**src/rtl/instr_decode_pkg.sv**
```systemverilog
// Shared command-format constants and decoder state encoding for the PWM
// register path; the register file uses the same address constants.
package instr_decode_pkg;
  localparam int CMD_ADDR_W   = 6;
  localparam int CMD_DATA_W   = 8;
  localparam int CMD_RW_BIT   = 7;
  localparam int CMD_ADDR_LSB = 0;

  typedef enum logic {
    ST_CMD  = 1'b0,
    ST_DATA = 1'b1
  } state_e;
endpackage

```
**src/rtl/instr_decode.sv**
```systemverilog
// Byte-stream command decoder: first byte of a frame is R/W + start address,
// following bytes are written or streamed back as register reads.
module instr_decode
  import instr_decode_pkg::*;
#(
  parameter int ADDR_W   = CMD_ADDR_W,
  parameter int DATA_W   = CMD_DATA_W,
  parameter bit AUTO_INC = 1'b1
) (
  input  logic              i_clk,
  input  logic              i_rst_n,
  input  logic              i_frame_active,
  input  logic              i_byte_sync,
  input  logic [DATA_W-1:0] i_data_in,
  output logic [DATA_W-1:0] o_data_out,
  output logic [ADDR_W-1:0] o_addr,
  output logic              o_read,
  output logic              o_write,
  output logic [DATA_W-1:0] o_data_write,
  input  logic [DATA_W-1:0] i_data_read
);

  state_e              r_state, w_state_nxt;
  logic                r_rw, w_rw_nxt;
  logic [ADDR_W-1:0]   r_addr, w_addr_nxt;
  logic [DATA_W-1:0]   r_data_out, w_data_out_nxt;
  logic [DATA_W-1:0]   r_data_write, w_data_write_nxt;
  logic                r_read, w_read_nxt;
  logic                r_write, w_write_nxt;

  always_ff @(posedge i_clk or negedge i_rst_n) begin
    if (!i_rst_n) r_state <= ST_CMD;
    else          r_state <= w_state_nxt;
  end

  always_comb begin
    w_state_nxt = r_state;
    if (!i_frame_active)                     w_state_nxt = ST_CMD;
    else if (i_byte_sync && r_state == ST_CMD) w_state_nxt = ST_DATA;
  end

  // Next values for the registered bus outputs. A write's address advance is
  // deferred one cycle so the strobe still sees the pre-increment address.
  always_comb begin
    w_rw_nxt         = r_rw;
    w_addr_nxt       = r_addr;
    w_data_out_nxt   = r_data_out;
    w_data_write_nxt = r_data_write;
    w_read_nxt       = 1'b0;
    w_write_nxt      = 1'b0;
    if (!i_frame_active) begin
      w_data_out_nxt = '0;
    end else begin
      if (r_read) w_data_out_nxt = i_data_read;
      if (AUTO_INC && r_write) w_addr_nxt = r_addr + ADDR_W'(1);
      if (i_byte_sync) begin
        if (r_state == ST_CMD) begin
          w_rw_nxt   = i_data_in[CMD_RW_BIT];
          w_addr_nxt = i_data_in[CMD_ADDR_LSB +: ADDR_W];
          w_read_nxt = ~i_data_in[CMD_RW_BIT];
        end else if (r_rw) begin
          w_write_nxt      = 1'b1;
          w_data_write_nxt = i_data_in;
        end else begin
          // Incoming byte is a dummy; advance first so the stream continues.
          w_read_nxt = 1'b1;
          if (AUTO_INC) w_addr_nxt = r_addr + ADDR_W'(1);
        end
      end
    end
  end

  always_ff @(posedge i_clk or negedge i_rst_n) begin
    if (!i_rst_n) begin
      r_rw         <= 1'b0;
      r_addr       <= '0;
      r_data_out   <= '0;
      r_data_write <= '0;
      r_read       <= 1'b0;
      r_write      <= 1'b0;
    end else begin
      r_rw         <= w_rw_nxt;
      r_addr       <= w_addr_nxt;
      r_data_out   <= w_data_out_nxt;
      r_data_write <= w_data_write_nxt;
      r_read       <= w_read_nxt;
      r_write      <= w_write_nxt;
    end
  end

  assign o_data_out   = r_data_out;
  assign o_addr       = r_addr;
  assign o_read       = r_read;
  assign o_write      = r_write;
  assign o_data_write = r_data_write;

endmodule

```
**config.mk**
```make
export PLATFORM = sky130hd
export DESIGN_NAME = instr_decode
export DESIGN_NICKNAME = d
export VERILOG_FILES = /design/src/rtl/instr_decode_pkg.sv /design/src/rtl/instr_decode.sv
export SDC_FILE = /design/constraint.sdc
export NUM_CORES = 1
export LEC_CHECK = 0
export ABC_AREA = 1
export CAP_MARGIN = 20
export CORE_MARGIN = 2
export CORE_UTILIZATION = 45
export DETAILED_ROUTE_END_ITERATION = 16
export PLACE_DENSITY = 0.89
export RECOVER_POWER = 25
export SLEW_MARGIN = 20
export SYNTH_ARGS = -nofsm -noshare
export SYNTH_HDL_FRONTEND = slang
export SYNTH_SLANG_ARGS = --single-unit
```
**constraint.sdc**
```tcl
create_clock -name i_clk -period 3.34 [get_ports i_clk]
set_input_delay 0.668 -clock i_clk [delete_from_list [all_inputs] [get_ports i_clk]]
set_output_delay 0.668 -clock i_clk [all_outputs]
set_load 0.005 [all_outputs]
```
; ---- Yosys cells after proc, flatten, opt, wreduce, memory -nomap -nowiden
; Cells that the tools add are included.
[classes]
n_addsub = 1
multipliers = 0
div = 0
order_cmp = 0
eq_ne = 2
shift = 0
n_mux = 16
bitwise = 2
n_reduce_logical = 3
[ops]
columns = op, count
row1 = $mux W6, 4
row2 = $mux W8, 2
row3 = $mux W1, 10
row4 = $add A6 B1 Y6 const B, 1
row5 = $ne A2 B1 Y1 const B, 2
row6 = $reduce_and A4 Y1, 1
row7 = $reduce_and A3 Y1, 1
row8 = $not A1 Y1, 2
row9 = $logic_and A1 B1 Y1, 1
[totals]
register_bits = 26
latchBits = 0
ram_bits = 0
romBits = 0
elab_cells = 31
n_memories = 0

; ---- Longest topological paths before layout
; Gate-level depths: netlist of the first run.
[depth]
word_depth = 5
ltp_mapped = 11
ltp_nobuf = 10

; ---- Worst setup path after synthesis of the first run
; OpenSTA, ideal clock, no wires.
[synth_path]
path_kind = input port to flip-flop
from = input port i_frame_active
to = register r_data_write[0], in the netlist o_data_write[0]
arrival_ps = 1463
required_time_ps = 3215
path_slack_ps = 1752
path_stages = 4
path_buffers = 1
path_cell_list = clkbuf_2 > nand2_1 > nor2_4 > mux2_2
[synth_via]
elab_chain_len = 1
[synth_rtl]
columns = element, line_no
row1 = start: declaration, instr_decode.sv:12  ; input logic i_frame_active,
row2 = $reduce_and A4 Y1 (no source line), n/a
row3 = end signal: assignment, instr_decode.sv:85  ; r_data_write <= w_data_write_nxt;
row4 = end: declaration, instr_decode.sv:27  ; logic [DATA_W-1:0] r_data_write, w_data_write_nxt;
; No other way between the ends.
; A chain may end at the register's enable or synchronous reset.

; ---- Final worst setup path of the first run
[layout_path]
from = input port i_frame_active
to = register r_data_write[3], in the netlist o_data_write[3]
; The elaborated chain is that of the path after synthesis.

==> results of run 1 <==
state kept, by name (all words and copies together) (netlist names):
signal / flops
o_data_write: 8
o_data_out: 8
o_read: 1
o_write: 1
r_rw: 1
o_addr: 6
r_state: 1
routing by layer:
metal,share of wire (%),up-vias,global-route usage [%]
li1,-,627,-
met1,42,586,27.3
met2,48,52,30.5
met3,8.3,4,4.37
met4,1.1,0,5.19
met5,0,-,0
power breakdown:
| group | leakage, nW | internal, W | switching [W] |
|---|---|---|---|
| clock | 0.0210 | 0.0000668 | 0.0000958 |
| sequential | 0.328 | 0.000364 | 0.0000521 |
| combinational | 0.497 | 0.000165 | 0.000109 |
placed cells by master, fill, tap and decap left out:
cell,n
dfrtp_1,26
mux2_2,8
dlygate4sd3_1,1
o21ai_1,1
o21ai_0,14
clkbuf_4,3
clkbuf_1,1
clkdlybuf4s50_1,42
nor2_4,1
or2_1,1
o211ai_1,2
nand2_1,47
a21oi_1,10
xor2_1,2
clkbuf_8,1
clkinv_1,1
ha_1,1
nand3_1,20
o21bai_1,1
inv_1,21
nor2_1,2
xnor2_1,4
nand3_2,1
synth_stat cells, drive strengths merged:
master / number / share of area, %
clkbuf: 4 / 1.4
or2: 1 / 0.45
nand3: 21 / 8.0
o21bai: 1 / 0.54
dfrtp: 26 / 47
o21ai: 15 / 5.4
nand2: 47 / 13
o211ai: 2 / 1.1
clkinv: 1 / 0.27
a21oi: 10 / 3.6
xor2: 2 / 1.3
buf: 3 / 1.3
mux2: 8 / 6.5
ha: 1 / 0.90
inv: 21 / 5.7
xnor2: 4 / 2.5
nor2: 3 / 1.4
stage by stage:
step                      setup slack, ps  total power, W  hold slack, ps  std cells  instance area [um2]
after floorplan                      1750        0.000545             372        170                 1380
after global placement                895        0.000689             497        240                 1830
after detailed placement              850        0.000697             496        240                 1830
after CTS                            1220        0.000857             535        244                 1860
after global routing                 1080        0.000908             552        244                 1860
final                                1180        0.000853             532        244                 1860
area by class of cell:
cell class / instances / area, um2 / share of cell area, %
Timing Repair Buffer: 44 / 434 / 23.4
Clock buffer: 4 / 36.3 / 1.95
Multi-Input combinational cell: 115 / 614 / 33.0
Tap cell: 33 / 41.3 / 2.22
Inverter: 22 / 82.6 / 4.44
Sequential cell: 26 / 651 / 35.0
kinds of logic after synthesis:
kind of cell / after synthesis / share of synthesized area, %
simple gates: 72 / 22.5
xor+xnor: 6 / 3.80
buf+inv: 29 / 8.59
mux: 8 / 6.51
fa+ha+maj: 1 / 0.904
flops: 26 / 47.0
compound gates: 28 / 10.7
critical path, cell delays in order:
cell             delay [ps]
clkdlybuf4s50_1         830
nand2_1                 260
nor2_4                  270
mux2_2                  370
worst min path at each step:
stage                               start               to  slack (ps)
after floorplan                   i_rst_n        o_addr[0]         370
after global placement    o_data_write[2]  o_data_write[2]         500
after detailed placement  o_data_write[0]  o_data_write[0]         500
after CTS                 o_data_write[4]  o_data_write[4]         530
after global routing      o_data_write[1]  o_data_write[1]         550
final                     o_data_write[4]  o_data_write[4]         530
==> results.md, run 1 <==
* Clock tree from TritonCTS: done
* # DRC at 0
* Final Max Tran Viols at 0
* Via Count at 1269
* CTS Root Cell: clkbuf_4
* Syn_nets at 191
* Post_cts resized at 0
* Yosys Warn Count at 0
* Row count at 20
* CP Data Required Time at 3570 ps
* Setup Viol. Count Final at 0
* RSZ-0062 raised after global routing: false
* Status: completed
* Via-per-instance ratio at 5.20
* Post-CTS setup buffers at 0
* Layout cell share with drive strength beyond 1 at 6.64%
* GP Congestion at 0.887
* Fmax achieved at 0.463 GHz
* DP HPWL at 2320 um
* Peak supply drop at 0.353 mV
* #FFs+latches synth at 26
* Post-Syn Area at 0.00138 mm2
* Power Density at 459 mW/mm2
* Antenna fix cells at 0
* Synthesized area per cell at 8.14 um2
* DRT Pass-1 Iters at 4
* Tcrit/Tclk final at 64.6%
* Area growth, synth to finish at 34.4%
* Global-route wire length before repair at 5320 um
* DR WL/cell at 12.6 um
* Die height at 59.5 um
* NumNets Final at 233
* Final core occ at 62.4%
* Die area at 0.00353 mm2
* Clock latency on the worst-skew pair at 330 ps
* Sequential fraction of the synthesis area at 47.0%
* CTS buffer count at 3
* R2R Setup Slk at 1810 ps
* Synth Instances at 170
* R2r worst-path depth at 9
* Max_slew headroom at 10.9%
* Clock Path Buffers at 2
* Worst-Margin Slew at 1340 ps
* Startpoint Class: input pin
* LEAKAGE at 0.846 nW
* Total wire length at 3090 um
* Clk pin slew, worst setup/hold paths at 140 ps
* Final ANT Viol Nets at 0
* Total GRT Usage at 19.5%
* DRT iter0 DRCs at 72
* Minimum clock period at 2160 ps
* GRT overflow at 0
* FF-to-FF End: o_addr[2]
* Critical path peak fanout at 16
* Worst Path Arrival at 2390 ps
* Total Neg Setup Slack at 0 ps
* Max_cap viols at 0
* Hold_buf cts at 0
* Fin. Hold Viols at 0
* # fillers at 246
* Initial antenna violation count at 0
* R2r startpoint: o_addr[0]
* Worst setup path end: o_data_write[3]
* I/O Buffers at 43
* Skew final at 5.41 ps
* Vias in the first global route at 1195
* Setup crit end kind: flop
* Critical path start-end classification: in2reg
* Hold Crit Class: reg2reg
* Initial core utilization at 46.5%
* Core area at 0.00298 mm2
* Count of different cell masters after synthesis at 22
* Die W at 59.5 um
* # H-tree levels at 1
* Largest net degree at the start of global routing at 27
* Hold path cells at 1
* Top Ports at 44
* TritonCTS Sinks at 26
* Setup crit start: i_frame_active
No activity file was read; power rests on OpenSTA's default activity.
==> run 2, diff against run 1 <==
- CORE_UTILIZATION: 45 -> 41
- PLACE_DENSITY: 0.89 -> 0.86
- clock period: 3.34 -> 1.7 ns (I/O delays scaled with it)
==> results.md, run 2 (same netlist as run 1, synthesis figures left out) <==
* Status: completed (unchanged)
* Layout cell share with drive strength beyond 1 at 13.7% (was 6.64%)
* Clock tree from TritonCTS: done (unchanged)
* Hold Crit Class: reg2reg (unchanged)
* Die height at 62.1 um (was 59.5 um)
* Antenna fix cells at 0 (unchanged)
* Vias in the first global route at 1163 (was 1195)
* Delay of the slowest critical-path stage at 520 ps (was 830 ps)
* Minimum clock period at 1640 ps
* R2r startpoint: o_addr[0] (unchanged)
* DR WL/cell at 11.9 um (was 12.6 um)
* Hold_buf cts at 0 (unchanged)
* CTS Root Cell: clkbuf_4 (unchanged)
* Final Max Tran Viols at 0 (unchanged)
* Max_slew headroom at 57.8% (was 10.9%)
* TritonCTS Sinks at 26 (unchanged)
* Fin. Hold Viols at 0 (unchanged)
* Tcrit/Tclk final at 96.4%
* LEAKAGE at 0.880 nW (was 0.846 nW)
* Top Ports at 44 (unchanged)
* Worst path slowest cell: clkdlybuf4s50_1 (unchanged)
* Initial antenna violation count at 0 (unchanged)
* DRT Pass-1 Iters at 5 (was 4)
* CTS buffer count at 3 (unchanged)
* DP HPWL at 2370 um (was 2320 um)
* CP Data Required Time at 1360 ps (was 3570 ps)
* Largest net degree at the start of global routing at 27 (unchanged)
* # H-tree levels at 1 (unchanged)
* Hold Path Origin: o_data_write[7] (was o_data_write[4])
* Clock latency on the worst-skew pair at 320 ps (was 330 ps)
* Worst-Margin Slew at 633 ps (was 1340 ps)
* GRT overflow at 0 (unchanged)
* Post-layout instance area at 0.00195 mm2 (was 0.00186 mm2)
* Total wire length at 3140 um (was 3090 um)
* Fmax achieved at 0.610 GHz
* Most frequent cells in the layout: nand2_1, clkdlybuf4s50_1, inv_1, nand3_1, dfrtp_1 (was nand2_1, clkdlybuf4s50_1, dfrtp_1, inv_1, nand3_1)
* Setup crit end kind: primary output (was flop)
* # DRC at 0 (unchanged)
* Total GRT Usage at 18.5% (was 19.5%)
* Final ANT Viol Nets at 0 (unchanged)
* Max_cap viols at 0 (unchanged)
* Skew final at 9.10 ps (was 5.41 ps)
* Setup crit start: o_addr[1] (was i_frame_active)
* Startpoint Class: flop (was input pin)
* RSZ-0062 raised after global routing: false (unchanged)
* Via-per-instance ratio at 4.90 (was 5.20)
* Clock Path Buffers at 2 (unchanged)
* Final core occ at 59.2% (was 62.4%)
* Commonest non-fill, non-tap cell in the layout: nand2_1 (unchanged)
* Power Density at 869 mW/mm2 (was 459 mW/mm2)
* Core area at 0.00328 mm2 (was 0.00298 mm2)
* Clk pin slew, worst setup/hold paths at 130 ps (was 140 ps)
* Global-route wire length before repair at 5310 um (was 5320 um)
* Die area at 0.00386 mm2 (was 0.00353 mm2)
* Die W at 62.1 um (was 59.5 um)
* Initial core utilization at 42.1% (was 46.5%)
* Setup Viol. Count Final at 0 (unchanged)
* DRT iter0 DRCs at 48 (was 72)
* Family with the most delay on the worst path: buffers and inverters (unchanged)
* Peak supply drop at 0.606 mV (was 0.353 mV)
* GP Congestion at 0.879 (was 0.887)
* NumNets Final at 241 (was 233)
* Area growth, synth to finish at 40.6% (was 34.4%)
* Worst Path Arrival at 1300 ps (was 2390 ps)
* Placed instance area at 0.00188 mm2 (was 0.00183 mm2)
* Critical path peak fanout at 6 (was 16)
* CP Cell Sequence: clkdlybuf4s50_1 (was clkdlybuf4s50_1 -> nand2_1 -> nor2_4 -> mux2_2)
* Row count at 21 (was 20)
* WP buf/inv at 1 (unchanged)
* Critical path start-end classification: reg2out (was in2reg)
* Via Count at 1298 (was 1269)
* # fillers at 292 (was 246)
* I/O Buffers at 43 (unchanged)
## run 2: cell count changes in the layout (fill, tap and decap cells not counted), sizes merged
cell  previous run  this run
buf              0         8
## run 2: repair_timing
action	4_1_cts	5_1_grt
gates resized for setup	5	2
endpoints found under the hold margin	0	0
buffers inserted	0	3
endpoints found under the setup margin	5	5
## run 2: cell type report
cell class | instances | area (um2) | share of cell area (%)
well taps | 46 | 57.6 | 2.96
flip-flops and latches | 26 | 659 | 33.9
inverters | 22 | 82.6 | 4.24
clock buffers | 4 | 36.3 | 1.86
multi-input cells | 115 | 614 | 31.6
repair buffers | 52 | 495 | 25.5
## run 2: power by group
group | switching [W] | internal, W | leakage [nW]
sequential | 0.0000813 | 0.000720 | 0.320
clock | 0.000183 | 0.000131 | 0.0210
combinational | 0.000231 | 0.000344 | 0.539
## run 2: routing by layer
| layer | vias to the layer above | wire length [um] | GRT usage [%] |
|---|---|---|---|
| met1 | 603 | 1440 | 27.3 |
| met3 | 4 | 120 | 1.86 |
| li1 | 647 | - | - |
| met2 | 44 | 1540 | 28.7 |
| met5 | - | 0 | 0 |
| met4 | 0 | 38 | 5.47 |
## run 2: worst paths after layout
path,depth (start not counted),slack (ps),end
worst max-delay path,1,60,o_addr[1]
worst min-delay path,1,530,o_data_write[7]
worst max register to register,7,250,o_addr[1]
worst min register to register,1,530,o_data_write[7]
max in group asynchronous,2,710,o_addr[1]
min in group asynchronous,2,540,o_addr[2]
## run 2: per-stage QoR
stage / total power, W / setup WS, ps / TNS (ps) / hold slack, ps / instances
2_1_floorplan: 0.00107 / 354 / 0 / 44.4 / 170
3_3_place_gp: 0.00136 / 10.3 / 0 / 496 / 258
3_5_place_dp: 0.00137 / -11.3 / -65.0 / 498 / 258
4_1_cts: 0.00169 / 18.7 / 0 / 374 / 262
5_1_grt: 0.00182 / 4.14 / 0 / 556 / 265
6_report: 0.00169 / 61.3 / 0 / 525 / 265
